### src/rtl/axis_arb_pkg.sv
// rtl/axis_arb_pkg.sv - shared state and grant encodings for the packet arbiter
package axis_arb_pkg;

    typedef enum logic [1:0] {
        IDLE = 2'd0,
        GNT0 = 2'd1,
        GNT1 = 2'd2
    } arb_state_t;

    localparam logic [1:0] GRANT_NONE = 2'b00;
    localparam logic [1:0] GRANT_P0   = 2'b01;
    localparam logic [1:0] GRANT_P1   = 2'b10;

    function automatic logic [1:0] grant_of(input arb_state_t s);
        case (s)
            GNT0:    grant_of = GRANT_P0;
            GNT1:    grant_of = GRANT_P1;
            default: grant_of = GRANT_NONE;
        endcase
    endfunction

endpackage

### src/rtl/rr_pick2.sv
// rtl/rr_pick2.sv - two-way round-robin pick; last is the index granted most recently
module rr_pick2 (
    input  logic [1:0] req,
    input  logic       last,
    output logic [1:0] pick
);

    always_comb begin
        pick = req;
        if (req == 2'b11) begin
            pick = last ? 2'b01 : 2'b10;
        end
    end

endmodule

### src/rtl/axis_pkt_arbiter.sv
// rtl/axis_pkt_arbiter.sv - packet-granular two-port AXIS arbiter, combinational datapath
module axis_pkt_arbiter
    import axis_arb_pkg::*;
#(
    parameter int DATA_W = 64,
    parameter int KEEP_W = 8
) (
    input  logic              s_axis_aclk,
    input  logic              s_axis_aresetn,

    input  logic              s0_axis_tvalid,
    output logic              s0_axis_tready,
    input  logic [DATA_W-1:0] s0_axis_tdata,
    input  logic [KEEP_W-1:0] s0_axis_tkeep,
    input  logic              s0_axis_tlast,
    input  logic              s0_axis_tuser,

    input  logic              s1_axis_tvalid,
    output logic              s1_axis_tready,
    input  logic [DATA_W-1:0] s1_axis_tdata,
    input  logic [KEEP_W-1:0] s1_axis_tkeep,
    input  logic              s1_axis_tlast,
    input  logic              s1_axis_tuser,

    output logic              m_axis_tvalid,
    input  logic              m_axis_tready,
    output logic [DATA_W-1:0] m_axis_tdata,
    output logic [KEEP_W-1:0] m_axis_tkeep,
    output logic              m_axis_tlast,
    output logic              m_axis_tuser,

    output logic [1:0]        grant,
    output logic [31:0]       pkt_cnt0,
    output logic [31:0]       pkt_cnt1
);

    arb_state_t state;
    logic       last_grant;
    logic [1:0] pick;
    logic       pkt_end;

    rr_pick2 u_pick (
        .req  ({s1_axis_tvalid, s0_axis_tvalid}),
        .last (last_grant),
        .pick (pick)
    );

    assign pkt_end = m_axis_tvalid & m_axis_tready & m_axis_tlast;
    assign grant   = grant_of(state);

    // Grant is only re-evaluated in IDLE, so a packet is never split between owners.
    always_ff @(posedge s_axis_aclk or negedge s_axis_aresetn) begin
        if (!s_axis_aresetn) begin
            state      <= IDLE;
            last_grant <= 1'b1;
            pkt_cnt0   <= '0;
            pkt_cnt1   <= '0;
        end else begin
            case (state)
                IDLE: begin
                    if (pick[0]) begin
                        state <= GNT0;
                    end else if (pick[1]) begin
                        state <= GNT1;
                    end
                end
                GNT0: begin
                    if (pkt_end) begin
                        state      <= IDLE;
                        last_grant <= 1'b0;
                        pkt_cnt0   <= pkt_cnt0 + 32'd1;
                    end
                end
                GNT1: begin
                    if (pkt_end) begin
                        state      <= IDLE;
                        last_grant <= 1'b1;
                        pkt_cnt1   <= pkt_cnt1 + 32'd1;
                    end
                end
                default: state <= IDLE;
            endcase
        end
    end

    always_comb begin
        m_axis_tvalid  = 1'b0;
        m_axis_tdata   = '0;
        m_axis_tkeep   = '0;
        m_axis_tlast   = 1'b0;
        m_axis_tuser   = 1'b0;
        s0_axis_tready = 1'b0;
        s1_axis_tready = 1'b0;
        case (state)
            GNT0: begin
                m_axis_tvalid  = s0_axis_tvalid;
                m_axis_tdata   = s0_axis_tdata;
                m_axis_tkeep   = s0_axis_tkeep;
                m_axis_tlast   = s0_axis_tlast;
                m_axis_tuser   = s0_axis_tuser;
                s0_axis_tready = m_axis_tready;
            end
            GNT1: begin
                m_axis_tvalid  = s1_axis_tvalid;
                m_axis_tdata   = s1_axis_tdata;
                m_axis_tkeep   = s1_axis_tkeep;
                m_axis_tlast   = s1_axis_tlast;
                m_axis_tuser   = s1_axis_tuser;
                s1_axis_tready = m_axis_tready;
            end
            default: ;
        endcase
    end

endmodule
### config.mk
export PLATFORM = sky130hd
export DESIGN_NAME = axis_pkt_arbiter
export DESIGN_NICKNAME = d
export VERILOG_FILES = /design/src/rtl/axis_arb_pkg.sv /design/src/rtl/rr_pick2.sv /design/src/rtl/axis_pkt_arbiter.sv
export SDC_FILE = /design/constraint.sdc
export NUM_CORES = 1
export LEC_CHECK = 0
export BUFFER_PORTS_ARGS = -buffer_cell sky130_fd_sc_hd__buf_2
export CORE_AREA = 2 2 114 116
export CTS_CLUSTER_SIZE = 24
export DETAILED_ROUTE_END_ITERATION = 7
export DIE_AREA = 0 0 116 118
export PLACE_DENSITY = 0.77
export SETUP_SLACK_MARGIN = 0.1
export SYNTH_ARGS = -nofsm -noshare
export SYNTH_HDL_FRONTEND = slang
export SYNTH_SLANG_ARGS = --single-unit
### constraint.sdc
create_clock -name s_axis_aclk -period 2.3 [get_ports s_axis_aclk]
set_clock_uncertainty 0.15 [all_clocks]
set_input_delay 0.115 -clock s_axis_aclk [delete_from_list [all_inputs] [get_ports s_axis_aclk]]
set_output_delay 0.115 -clock s_axis_aclk [all_outputs]
set_load 0.05 [all_outputs]
Word level (Yosys, flattened, before mapping)
Cells that the tools add are included.
{"block": "word_totals", "elab_cells": 39, "regBits": 67, "in_bits": 153, "out_inout_bits": 143}
{"block": "classes", "bitwise_logic": 2, "n_eq_ne": 7, "reduce_logical": 7, "n_addsub": 2, "mux": 17}
{"operator": "64-bit case mux with 2 select lines", "n": 1}
{"operator": "32-bit by 1-bit adder with 32-bit output, second input constant", "n": 2}
{"operator": "8-bit case mux with 2 select lines", "n": 1}
{"operator": "2-bit two-way mux", "n": 5}
{"operator": "1-bit case mux with 2 select lines", "n": 4}
{"operator": "2-bit case mux with 2 select lines", "n": 2}
{"operator": "2-bit AND reduction", "n": 3}
{"operator": "2-bit equality test, second input constant", "n": 2}
{"operator": "1-bit two-way mux", "n": 4}
{"operator": "2-bit != test, second input constant", "n": 2}
{"operator": "3-bit != test, second input constant", "n": 1}
{"operator": "3-bit AND reduction", "n": 1}
{"operator": "1-bit AND", "n": 2}
{"operator": "2-bit by 1-bit equality test with 1-bit output, second input constant", "n": 1}
{"operator": "2-bit logical NOT", "n": 1}
{"operator": "2-bit by 1-bit != test with 1-bit output, second input constant", "n": 1}
{"operator": "2-bit nonzero test", "n": 1}
{"operator": "2-bit OR reduction", "n": 1}

Logic depth before layout (Yosys ltp)
Gate-level depths: netlist of the first run.
{"block": "logic_depth", "word_depth": 6, "ltp_mapped": 10, "mapped_depth_nobuf": 7}

By module
Synthesis of the first run repeated with hierarchy kept, for this count alone.
{"block": "unflattened", "cells_unflattened": 483, "area_unflattened_um2": 4369.2}
{"mod": "axis_pkt_arbiter", "cells_per_inst": 480, "area_per_inst_um2": 4350.4, "seq_area_each_um2": 1677.9, "instances": 1}
{"mod": "rr_pick2", "cells_per_inst": 3, "area_per_inst_um2": 18.8, "seq_area_each_um2": 0.0, "instances": 1}

Worst setup path before layout of the first run
OpenSTA, ideal clock, no wires.
{"block": "synth_path", "path_kind": "reg-to-reg", "from": "reg pkt_cnt1[0]", "to": "reg pkt_cnt1[30]", "path_stages_with_launch": 7, "path_slack_ns": -0.162, "n_path_buf": 0, "arrival_time_ns": 2.171, "setup_ns": 0.141, "t_required_ns": 2.009, "period_less_slack_ns": 2.462, "path_cell_list": "dfrtp_1 > ha_1 > inv_1 > or4_4 > nor4_4 > nand4_1 > xnor2_1"}
{"block": "synth_between", "elab_chain_len": 1}
{"element": "start: declaration", "line_no": "axis_pkt_arbiter.sv:34", "source": "output logic [31:0] pkt_cnt1"}
{"element": "start signal: assignment", "line_no": "axis_pkt_arbiter.sv:78", "source": "pkt_cnt1 <= pkt_cnt1 + 32'd1;"}
{"element": "32-bit by 1-bit adder with 32-bit output", "line_no": "axis_pkt_arbiter.sv:78"}
Every way passes these cells.
A chain may end at the register's enable or synchronous reset.

Worst setup path in the final report of the first run
{"block": "layout_path", "from": "reg state[0]", "to": "out m_axis_tkeep[0]"}
{"block": "layout_between", "elab_chain_len": 2, "elab_cells_between_ends": 3, "classes_between": "eq/ne: 2; mux: 1"}
{"element": "start: declaration", "line_no": "axis_pkt_arbiter.sv:37", "source": "arb_state_t state;"}
{"element": "start signal: assignment", "line_no": "axis_pkt_arbiter.sv:54", "source": "state <= IDLE;"}
{"element": "start signal: assignment", "line_no": "axis_pkt_arbiter.sv:62", "source": "state <= GNT0;"}
{"element": "start signal: assignment", "line_no": "axis_pkt_arbiter.sv:64", "source": "state <= GNT1;"}
{"element": "2-bit equality test / 2-bit by 1-bit equality test with 1-bit output (equally long branches)", "line_no": "axis_pkt_arbiter.sv:94", "source": "case (state)"}
{"element": "8-bit case mux with 2 select lines *", "line_no": "axis_pkt_arbiter.sv:94"}
{"element": "end: declaration", "line_no": "axis_pkt_arbiter.sv:28", "source": "output logic [KEEP_W-1:0] m_axis_tkeep,"}
Every way passes the cells marked *; elsewhere a longest branch is shown, timed or not.

==> metrics.cfg, run 1 <==
[logic_synthesis]
synth_seq_cells=67
synth_top_flop_cell=sky130_fd_sc_hd__dfrtp_1
ys_warn_count=0
synth-async-reset-ratio_pct=100
synthDistinctLibCells=35
synth_seq_area_share_pct=40.5
postSynthAreaPerCell_um2=8.85
synth-edff-count=0
post_synthesis_net_count=628
syn_inst=468
synth_area_um2=4140

[worst_setup_path]
worst_setup_sp_type=register
timing.critical_path.arrival_ps=1930
crit_path_end_kind=output port
path_max_fanout=10
critPathKind=register to output port
required_ps=2040

[layout]
fill_cells=1045
fin_area_um2=7620
post_route_cells_drive_above_1_share_pct=60.5
most-common-layout-cells=sky130_fd_sc_hd__buf_2 (223), sky130_fd_sc_hd__dfrtp_1 (59), sky130_fd_sc_hd__nor2_2 (57)
layout.area.seq_um2=1690
layout.cells.most_common=sky130_fd_sc_hd__buf_2
multiInputGateArea_um2=2790
flow.area_growth_from_synthesis_pct=84.0
final_core_utilization_pct=61.4
layout.nets=948
fin_cells=969

[floorplanning]
initial_utilization_pct=33.4
fp.dieW_um=116
boundaryPins=296
fp.dieH_um=118
design.die.area_um2=13700
fp-row-count=41
design.core.area_um2=12400

[job]
max-cap-violations=0

[timing]
final-hold-violation-count=0
totalNegativeSetupSlack_ps=0
achievable-frequency_mhz=456
worst_case_hold_slack_ps=117
finalSetupViolCount=0
rsz0062_at_grt=true
worstMarginPinSlew_ps=360
finalCriticalPeriod_ps=2190
period_share_pct=95.3
final_max_slew_viol_count=0
timing.final.ws_setup_ps=109
max_slew_headroom_pct=76.0

[grt]
maximum_number_of_pins_on_one_net_before_global_route_repair=68
vias_in_the_first_global_route=4856
antenna_found_initial=6
global_route_wire_length_before_repair_um=26700
grt.overflow.total=0
groute.usage.overall_pct=25.5

[placement]
finalWeightedCongestion=0.889
cells_after_dpl=929
portBuffers=295
placement.setup.worst_slack_ps=-33.4
hpwlAfterDp_um=13200
placement.cell_area_um2=6260

[status]
run_status=complete, no violations

[clock_tree]
ctsLongestPathBuffers=2
insertion_delay_ps=330
library_cell_used_as_clock_root_buffer=sky130_fd_sc_hd__clkbuf_16
clock_sink_count=67
cts_max_level=3
clkSlewWorstSetupHoldPaths_ps=50
tritoncts_buffer_count=9
cts_tree=built

[pwr]
vdd.ir_drop.worst_v=0.00129
total_switching_power_mw=5.00
p_sw_share_pct=50.4
power.share.combinational_pct=73.3
power.sequential.fraction_pct=12.9
share_clk_of_total_power_pct=13.8
power.static_leakage_nw=3.65
totalPowerFinal_mw=9.92
cell_pwr_density_nw_per_um2=1300
p_int_mw=4.91

[drt]
detailroute.via_count=5069
route.detailed.vias_per_inst=5.23
drt_first_iter_violations=322
drt_pre_antenna_iters=7
number_of_remaining_drc_errors=0
route.final.wire_length_um=18600
routed_wire_length_per_instance_um=19.2
drtAntennaViolNets=0

[min_path]
min-delay-path-class=input pin to register

-- final timing paths --
path	startpoint	to	slack [ps]	cells after the start
worst max-delay path	state[0]$_DFFE_PN0P_	m_axis_tkeep[0]	110	8
worst min-delay path	s1_axis_tvalid	state[1]$_DFFE_PN0P_	120	5
worst max register to register	state[0]$_DFFE_PN0P_	pkt_cnt1[30]$_DFFE_PN0P_	120	7
worst min register to register	last_grant$_DFFE_PN1P_	last_grant$_DFFE_PN1P_	320	2
max in group asynchronous	s_axis_aresetn	last_grant$_DFFE_PN1P_	1490	3
min in group asynchronous	s_axis_aresetn	pkt_cnt1[22]$_DFFE_PN0P_	180	3
-- what timing repair did --
item                                   in CTS  in global routing
pin swaps                                   4                  5
gates resized for setup                   114                 95
setup endpoints to repair                 105                115
hold buffers                                2                  0
endpoints found under the hold margin      68                  0
buffers inserted                            1                  8
gates cloned                                4                  5
-- cell families after synthesis --
group,after synthesis,synth area share (%)
adders and majority gates,7,2.11
AOI/OAI and AO/OA,82,14.6
buffers and inverters,40,3.84
muxes,2,0.544
DFF,67,40.5
xor gates and xnor gates,62,13.1
and+or+nand+nor,208,25.2
-- power by group through the flow --
stage	clock network (mW)	logic, mW	registers (mW)
after CTS	1.39	6.10	1.27
after global placement	0	5.17	1.28
after floorplan	0	3.53	1.32
after global routing	1.46	7.56	1.28
final	1.37	7.27	1.27
after detailed placement	0	5.16	1.28
-- registers in the layout, summed over array words and instances, names as in the netlist --
register	count
state	2
pkt_cnt0	32
pkt_cnt1	32
last_grant	1
-- critical path, stage by stage, from the launching register on --
cell and delay (ps):
sky130_fd_sc_hd__dfrtp_1 350, sky130_fd_sc_hd__inv_2 60, sky130_fd_sc_hd__buf_4 140, sky130_fd_sc_hd__ha_4 270, sky130_fd_sc_hd__buf_8 120, sky130_fd_sc_hd__clkinv_8 100, sky130_fd_sc_hd__buf_16 170, sky130_fd_sc_hd__nor2_2 140
sky130_fd_sc_hd__buf_4 220
-- per-layer routing --
layer / routed length [um] / part of all wire [%] / global-route usage [%]
met5: 13 / 0.070 / 0
met4: 527 / 2.8 / 9.23
met3: 1610 / 8.7 / 7.98
met2: 9510 / 51 / 43.4
met1: 6940 / 37 / 29.8
-- cells in the mapped netlist (4+ instances only) --
cell type	n	area, um2
sky130_fd_sc_hd__nand4_1	20	125
sky130_fd_sc_hd__clkbuf_1	17	63.8
sky130_fd_sc_hd__nand2_1	32	120
sky130_fd_sc_hd__nor3_1	15	75.1
sky130_fd_sc_hd__buf_2	4	20.0
sky130_fd_sc_hd__and3_1	7	43.8
sky130_fd_sc_hd__and4_1	4	35.0
sky130_fd_sc_hd__dfrtp_1	66	1650
sky130_fd_sc_hd__o21ai_0	4	20.0
sky130_fd_sc_hd__inv_1	11	41.3
sky130_fd_sc_hd__xor2_1	20	175
sky130_fd_sc_hd__and2_1	6	37.5
sky130_fd_sc_hd__buf_1	7	26.3
sky130_fd_sc_hd__nand3_1	21	105
sky130_fd_sc_hd__xnor2_1	42	368
sky130_fd_sc_hd__a22oi_1	73	548
sky130_fd_sc_hd__nor2_1	89	334
sky130_fd_sc_hd__ha_1	7	87.6
-- cell type report --
class                      count  share of cell area (%)
tap                          172                    2.82
inverter                      11                   0.739
timing repair inverter         1                   0.115
timing repair buffer         337                    33.6
clock inverter                 4                   0.657
clock buffer                  12                    3.23
antenna                        4                   0.131
multi-input combinational    361                    36.6
sequential                    67                    22.1
No activity file was read; power rests on OpenSTA's default activity.
==> run 2: changes to the inputs <==
==> constraint.sdc (replaced) <==
create_clock -name s_axis_aclk -period 2.3 [get_ports s_axis_aclk]
set_clock_uncertainty 0.15 [all_clocks]
set_input_delay 0.69 -clock s_axis_aclk [delete_from_list [all_inputs] [get_ports s_axis_aclk]]
set_output_delay 0.69 -clock s_axis_aclk [all_outputs]
set_load 0.05 [all_outputs]
==> metrics.cfg, run 2 (synthesis results as in run 1) <==
[status]
run_status=finished, violations left  ; was complete, no violations
violations_in_the_final_reports=setup timing

[layout]
fill_cells=857  ; was 1045
fin_cells=1008  ; was 969
layout.cells.most_common=sky130_fd_sc_hd__buf_2  ; unchanged
largestRegisters=pkt_cnt0: 32 flops, pkt_cnt1: 32 flops, state: 2 flops  ; unchanged
most-common-layout-cells=sky130_fd_sc_hd__buf_2 (216), sky130_fd_sc_hd__nor2_4 (73), sky130_fd_sc_hd__a22oi_2 (68)  ; was sky130_fd_sc_hd__buf_2 (223), sky130_fd_sc_hd__dfrtp_1 (59), sky130_fd_sc_hd__nor2_2 (57)
layout.nets=985  ; was 948
post_route_cells_drive_above_1_share_pct=71.8  ; was 60.5%
layout.area.seq_um2=1690  ; about the same
multiInputGateArea_um2=3480  ; was 2790 um2
fin_area_um2=8970  ; was 7620 um2
flow.area_growth_from_synthesis_pct=116  ; was 84.0%

[worst_setup_path]
timing.rr.end=pkt_cnt0[20]$_DFFE_PN0P_  ; was pkt_cnt1[30]$_DFFE_PN0P_
crit_buf_inv=4  ; was 6
crit_path_end_kind=output port  ; unchanged
worst_setup_sp_type=register  ; unchanged
path_cells=inv_2 -> ha_4 -> buf_12 -> buf_16 -> a22oi_2 -> nor2_4 -> buf_8  ; was inv_2 -> buf_4 -> ha_4 -> buf_8 -> clkinv_8 -> buf_16 -> nor2_2 -> buf_4
ff2ff_setup_slack_ps=-280  ; was 120 ps
timing.critical_path.arrival_ps=1840  ; was 1930 ps
reg2reg_depth=11  ; was 7
critPathKind=register to output port  ; unchanged
required_ps=1460  ; was 2040 ps
timing.rr.start=state[1]$_DFFE_PN0P_  ; was state[0]$_DFFE_PN0P_
path_max_fanout=12  ; was 10
critPathTopFamily=buffers and inverters  ; unchanged
worst_path_max_delay_cell=sky130_fd_sc_hd__dfrtp_1  ; unchanged
critical_path.max_stage_delay_ps=400  ; was 350 ps

[pwr]
cell_pwr_density_nw_per_um2=1330  ; was 1300 nW/um2
power.static_leakage_nw=4.05  ; was 3.65 nW
vdd.ir_drop.worst_v=0.000571  ; was 0.00129 V

[timing]
finalCriticalPeriod_ps=2680  ; was 2190 ps
rsz0062_at_grt=true  ; unchanged
period_share_pct=117  ; was 95.3%
final-hold-violation-count=0  ; unchanged
final_max_slew_viol_count=0  ; unchanged
finalSetupViolCount=120  ; was 0
worst_case_hold_slack_ps=107  ; was 117 ps
worstMarginPinSlew_ps=335  ; was 360 ps
max_slew_headroom_pct=77.7  ; was 76.0%
achievable-frequency_mhz=372  ; was 456 MHz
timing.final.ws_setup_ps=-385  ; was 109 ps

[drt]
drt_first_iter_violations=288  ; was 322
drtAntennaViolNets=0  ; unchanged
number_of_remaining_drc_errors=0  ; unchanged
drt_pre_antenna_iters=4  ; was 7
routed_wire_length_per_instance_um=20.0  ; was 19.2 um
route.final.wire_length_um=20100  ; was 18600 um
detailroute.via_count=5347  ; was 5069
route.detailed.vias_per_inst=5.30  ; was 5.23

[placement]
finalWeightedCongestion=0.830  ; was 0.889
cells_after_dpl=950  ; was 929
placement.setup.worst_slack_ps=-163  ; was -33.4 ps
portBuffers=295  ; unchanged
placement.cell_area_um2=6780  ; was 6260 um2
hpwlAfterDp_um=12400  ; was 13200 um

[min_path]
min-delay-path-class=input pin to async pin  ; was input pin to register

[floorplanning]
design.core.area_um2=12400  ; unchanged
design.die.area_um2=13700  ; unchanged
boundaryPins=296  ; unchanged
fp.dieH_um=118  ; unchanged
fp.dieW_um=116  ; unchanged
initial_utilization_pct=33.4  ; unchanged
fp-row-count=41  ; unchanged

[grt]
vias_in_the_first_global_route=5318  ; was 4856
antenna_found_initial=6  ; unchanged
global_route_wire_length_before_repair_um=28200  ; was 26700 um
maximum_number_of_pins_on_one_net_before_global_route_repair=56  ; was 68
groute.usage.overall_pct=26.6  ; was 25.5%
grt.overflow.total=0  ; unchanged

[clock_tree]
ctsLongestPathBuffers=2  ; unchanged
clock_sink_count=67  ; unchanged
holdBufCountCts=0  ; was 2
library_cell_used_as_clock_root_buffer=sky130_fd_sc_hd__clkbuf_16  ; unchanged
cts_max_level=3  ; unchanged
tritoncts_buffer_count=9  ; unchanged
insertion_delay_ps=330  ; about the same
cts_tree=built  ; unchanged
clkSlewWorstSetupHoldPaths_ps=60  ; was 50 ps

[job]
max-cap-violations=0  ; unchanged

-- run 2: cell types whose count changed in the layout (fill, tap and decap cells not counted), sizes merged --
cell / delta
buf: +35
bufinv: +1
clkbuf: +4
clkinv: -1
clkinvlp: -1
diode: +2
dlygate4sd3: -2
inv: +1
-- run 2: final cells by class --
cell class	instances	share of cell area, %
Multi-Input combinational cell	361	38.8
Timing Repair Buffer	374	35.6
Sequential cell	67	18.8
Clock buffer	12	2.86
Tap cell	172	2.40
Clock inverter	4	0.809
Inverter	11	0.544
Antenna cell	6	0.167
Timing Repair inverter	1	0.0419
-- run 2: stage by stage --
step,setup TNS [ps],utilization [%],power (mW)
floorplan,-2210,-,6.46
global placement,-4890,54.6,7.53
detailed placement,-6760,54.6,7.56
CTS,-26800,67.9,10.8
global route,-41950,72.2,12.4
finish,-31540,72.2,12.0
-- run 2: worst max-delay path by stage --
stage                    startpoint          endpoint  slack, ps  cells after the start
3_3_place_gp   state[1]$_DFFE_PN0P_   m_axis_tdata[5]       -130                      6
2_1_floorplan  state[1]$_DFFE_PN0P_  m_axis_tdata[10]        -30                      6
6_report       state[0]$_DFFE_PN0P_  m_axis_tdata[29]       -380                      7
5_1_grt        state[1]$_DFFE_PN0P_  m_axis_tdata[10]       -460                      7
3_5_place_dp   state[1]$_DFFE_PN0P_   m_axis_tdata[5]       -160                      6
4_1_cts        state[1]$_DFFE_PN0P_  m_axis_tdata[39]       -360                      6
-- run 2: timing repair --
item,in CTS,in global routing
gates cloned,5,7
resized for setup,272,73
pin swaps,33,21
setup endpoints to repair,116,144
buffers inserted,16,8
-- run 2: layer usage --
layer  global-route usage [%]  share of wire [%]
met1                     28.9                 36
met2                     46.4                 53
met3                     6.54                6.9
met4                     14.8                4.7
met5                        0                  0
-- run 2: where the power goes --
| part | internal, mW | switching [mW] | leakage (nW) |
|---|---|---|---|
| Sequential | 1.22 | 0.0477 | 0.889 |
| Clock | 1.01 | 0.495 | 0.159 |
| Combinational | 3.91 | 5.28 | 3.00 |
==> run 3: changes to the inputs <==
--- a/config.mk
+++ b/config.mk
@@ -6,11 +6,11 @@
 export NUM_CORES = 1
 export LEC_CHECK = 0
 export BUFFER_PORTS_ARGS = -buffer_cell sky130_fd_sc_hd__buf_2
-export CORE_AREA = 2 2 114 116
+export CORE_ASPECT_RATIO = 0.9
+export CORE_UTILIZATION = 30
 export CTS_CLUSTER_SIZE = 24
 export DETAILED_ROUTE_END_ITERATION = 7
-export DIE_AREA = 0 0 116 118
-export PLACE_DENSITY = 0.77
+export PLACE_DENSITY = 0.71
 export SETUP_SLACK_MARGIN = 0.1
 export SYNTH_ARGS = -nofsm -noshare
 export SYNTH_HDL_FRONTEND = slang
==> metrics.cfg, run 3 (synthesis results as in run 1) <==
[timing]
period_share_pct=118  ; was 117%
worst_case_hold_slack_ps=169  ; was 107 ps
final_max_slew_viol_count=0  ; unchanged
max_slew_headroom_pct=66.5  ; was 77.7%
timing.final.ws_setup_ps=-409  ; was -385 ps
achievable-frequency_mhz=369  ; was 372 MHz
finalSetupViolCount=122  ; was 120
final-hold-violation-count=0  ; unchanged
finalCriticalPeriod_ps=2710  ; was 2680 ps
totalNegativeSetupSlack_ps=-27790  ; was -31540 ps
worstMarginPinSlew_ps=503  ; was 335 ps
rsz0062_at_grt=true  ; unchanged

[layout]
post_route_cells_drive_above_1_share_pct=76.9  ; was 71.8%
largestRegisters=pkt_cnt0: 32 flops, pkt_cnt1: 32 flops, state: 2 flops  ; unchanged
fin_area_um2=9610  ; was 8970 um2
flow.area_growth_from_synthesis_pct=132  ; was 116%
fin_cells=1021  ; was 1008
layout.cells.most_common=sky130_fd_sc_hd__buf_2  ; unchanged
fill_cells=890  ; was 857
most-common-layout-cells=sky130_fd_sc_hd__buf_2 (216), sky130_fd_sc_hd__buf_6 (92), sky130_fd_sc_hd__nor2_4 (83)  ; was sky130_fd_sc_hd__buf_2 (216), sky130_fd_sc_hd__nor2_4 (73), sky130_fd_sc_hd__a22oi_2 (68)
layout.nets=1003  ; was 985

[drt]
drtAntennaViolNets=0  ; unchanged
route.final.wire_length_um=21200  ; was 20100 um
number_of_remaining_drc_errors=0  ; unchanged
routed_wire_length_per_instance_um=20.8  ; was 20.0 um
drt_pre_antenna_iters=4  ; unchanged
drt_first_iter_violations=259  ; was 288
detailroute.via_count=5497  ; was 5347
route.detailed.vias_per_inst=5.38  ; was 5.30

[pwr]
cell_pwr_density_nw_per_um2=1300  ; was 1330 nW/um2
power.static_leakage_nw=4.46  ; was 4.05 nW
vdd.ir_drop.worst_v=0.000791  ; was 0.000571 V

[grt]
maximum_number_of_pins_on_one_net_before_global_route_repair=35  ; was 56
groute.usage.overall_pct=26.2  ; was 26.6%
vias_in_the_first_global_route=5311  ; was 5318
global_route_wire_length_before_repair_um=29200  ; was 28200 um
grt.overflow.total=0  ; unchanged
antenna_found_initial=4  ; was 6

[clock_tree]
insertion_delay_ps=330  ; about the same
clkSlewWorstSetupHoldPaths_ps=60  ; about the same
ctsLongestPathBuffers=2  ; unchanged
cts_max_level=3  ; unchanged
library_cell_used_as_clock_root_buffer=sky130_fd_sc_hd__clkbuf_16  ; unchanged
cts_tree=built  ; unchanged
clock_sink_count=67  ; unchanged
holdBufCountCts=0  ; unchanged
tritoncts_buffer_count=9  ; unchanged

[placement]
placement.setup.worst_slack_ps=-140  ; was -163 ps
portBuffers=295  ; unchanged
placement.cell_area_um2=6770  ; was 6780 um2
finalWeightedCongestion=0.866  ; was 0.830
cells_after_dpl=942  ; was 950
hpwlAfterDp_um=12500  ; was 12400 um

[worst_setup_path]
path_max_fanout=6  ; was 12
reg2reg_depth=10  ; was 11
required_ps=1460  ; about the same
worst_path_max_delay_cell=sky130_fd_sc_hd__dfrtp_1  ; unchanged
critical_path.max_stage_delay_ps=390  ; was 400 ps
worst_setup_sp_type=register  ; unchanged
critPathKind=register to output port  ; unchanged
path_cells=inv_2 -> ha_4 -> buf_12 -> clkbuf_16 -> a22oi_2 -> nor2_4 -> buf_6  ; was inv_2 -> ha_4 -> buf_12 -> buf_16 -> a22oi_2 -> nor2_4 -> buf_8
ff2ff_setup_slack_ps=-310  ; was -280 ps
timing.rr.end=pkt_cnt1[28]$_DFFE_PN0P_  ; was pkt_cnt0[20]$_DFFE_PN0P_
critPathLaunch=state[0]$_DFFE_PN0P_  ; unchanged
critical_path.endpoint=m_axis_tdata[47]  ; was m_axis_tdata[29]
timing.critical_path.arrival_ps=1870  ; was 1840 ps
timing.rr.start=state[0]$_DFFE_PN0P_  ; was state[1]$_DFFE_PN0P_
crit_path_end_kind=output port  ; unchanged

[job]
max-cap-violations=0  ; unchanged

[floorplanning]
fp.dieW_um=126  ; was 116 um
initial_utilization_pct=30.9  ; was 33.4%
fp.dieH_um=113  ; was 118 um
fp-row-count=40  ; was 41
boundaryPins=296  ; unchanged
design.die.area_um2=14300  ; was 13700 um2
design.core.area_um2=13400  ; was 12400 um2

[status]
violations_in_the_final_reports=setup timing  ; unchanged
run_status=finished, violations left  ; unchanged

[min_path]
min-delay-path-class=input pin to async pin  ; unchanged

==> run 3: metal layers <==
metal / GRT usage, % / vias up / routed length [um]
li1: - / 2434 / -
met2: 48.9 / 245 / 11300
met1: 29.5 / 2739 / 7870
met3: 4.55 / 79 / 1120
met4: 10.8 / 0 / 934
met5: 0 / - / 0
==> run 3: how the worst min path moves through the flow <==
stage	to	slack (ps)	depth (start not counted)
detailed placement	last_grant$_DFFE_PN1P_	310	2
finish	pkt_cnt0[6]$_DFFE_PN0P_	170	1
global route	pkt_cnt0[6]$_DFFE_PN0P_	200	1
CTS	pkt_cnt0[22]$_DFFE_PN0P_	180	1
floorplan	pkt_cnt0[0]$_DFFE_PN0P_	240	0
global placement	last_grant$_DFFE_PN1P_	300	2
==> run 3: metrics by stage <==
step / util [%] / power, mW
after floorplan: - / 6.46
after global placement: 50.4 / 7.59
after detailed placement: 50.4 / 7.63
after CTS: 64.6 / 11.3
after global routing: 71.6 / 12.8
final: 71.7 / 12.5
==> run 3: power breakdown <==
part	switching (mW)	internal, mW	leakage [nW]
sequential	0.0493	1.22	0.888
combinational	5.52	4.19	3.42
clock	0.513	0.977	0.155
total	6.08	6.39	4.46
==> run 3: critical path: cells and delay by family, from the launching register on <==
kind	cells	cell delay (ps)
simple gates	1	60
fa+ha+maj	1	210
buf+inv	4	540
flops	1	390
compound gates	1	320
==> run 3: layout make-up <==
cell class	instances	area [um2]	share of cell area (%)
timing repair buffer	392	3490	36.3
clock inverter	6	88.8	0.924
antenna	5	12.5	0.130
multi-input combinational	361	3820	39.7
tap	168	210	2.19
sequential	67	1690	17.6
timing repair inverter	1	11.3	0.117
clock buffer	10	239	2.49
inverter	11	48.8	0.508
==> run 3: timing repair <==
item                                    in CTS  in global routing
endpoints found under the setup margin     124                144
buffers inserted                            26                 18
gates resized for setup                    300                126
gates cloned                                 9                 12
pin swaps                                   62                 73
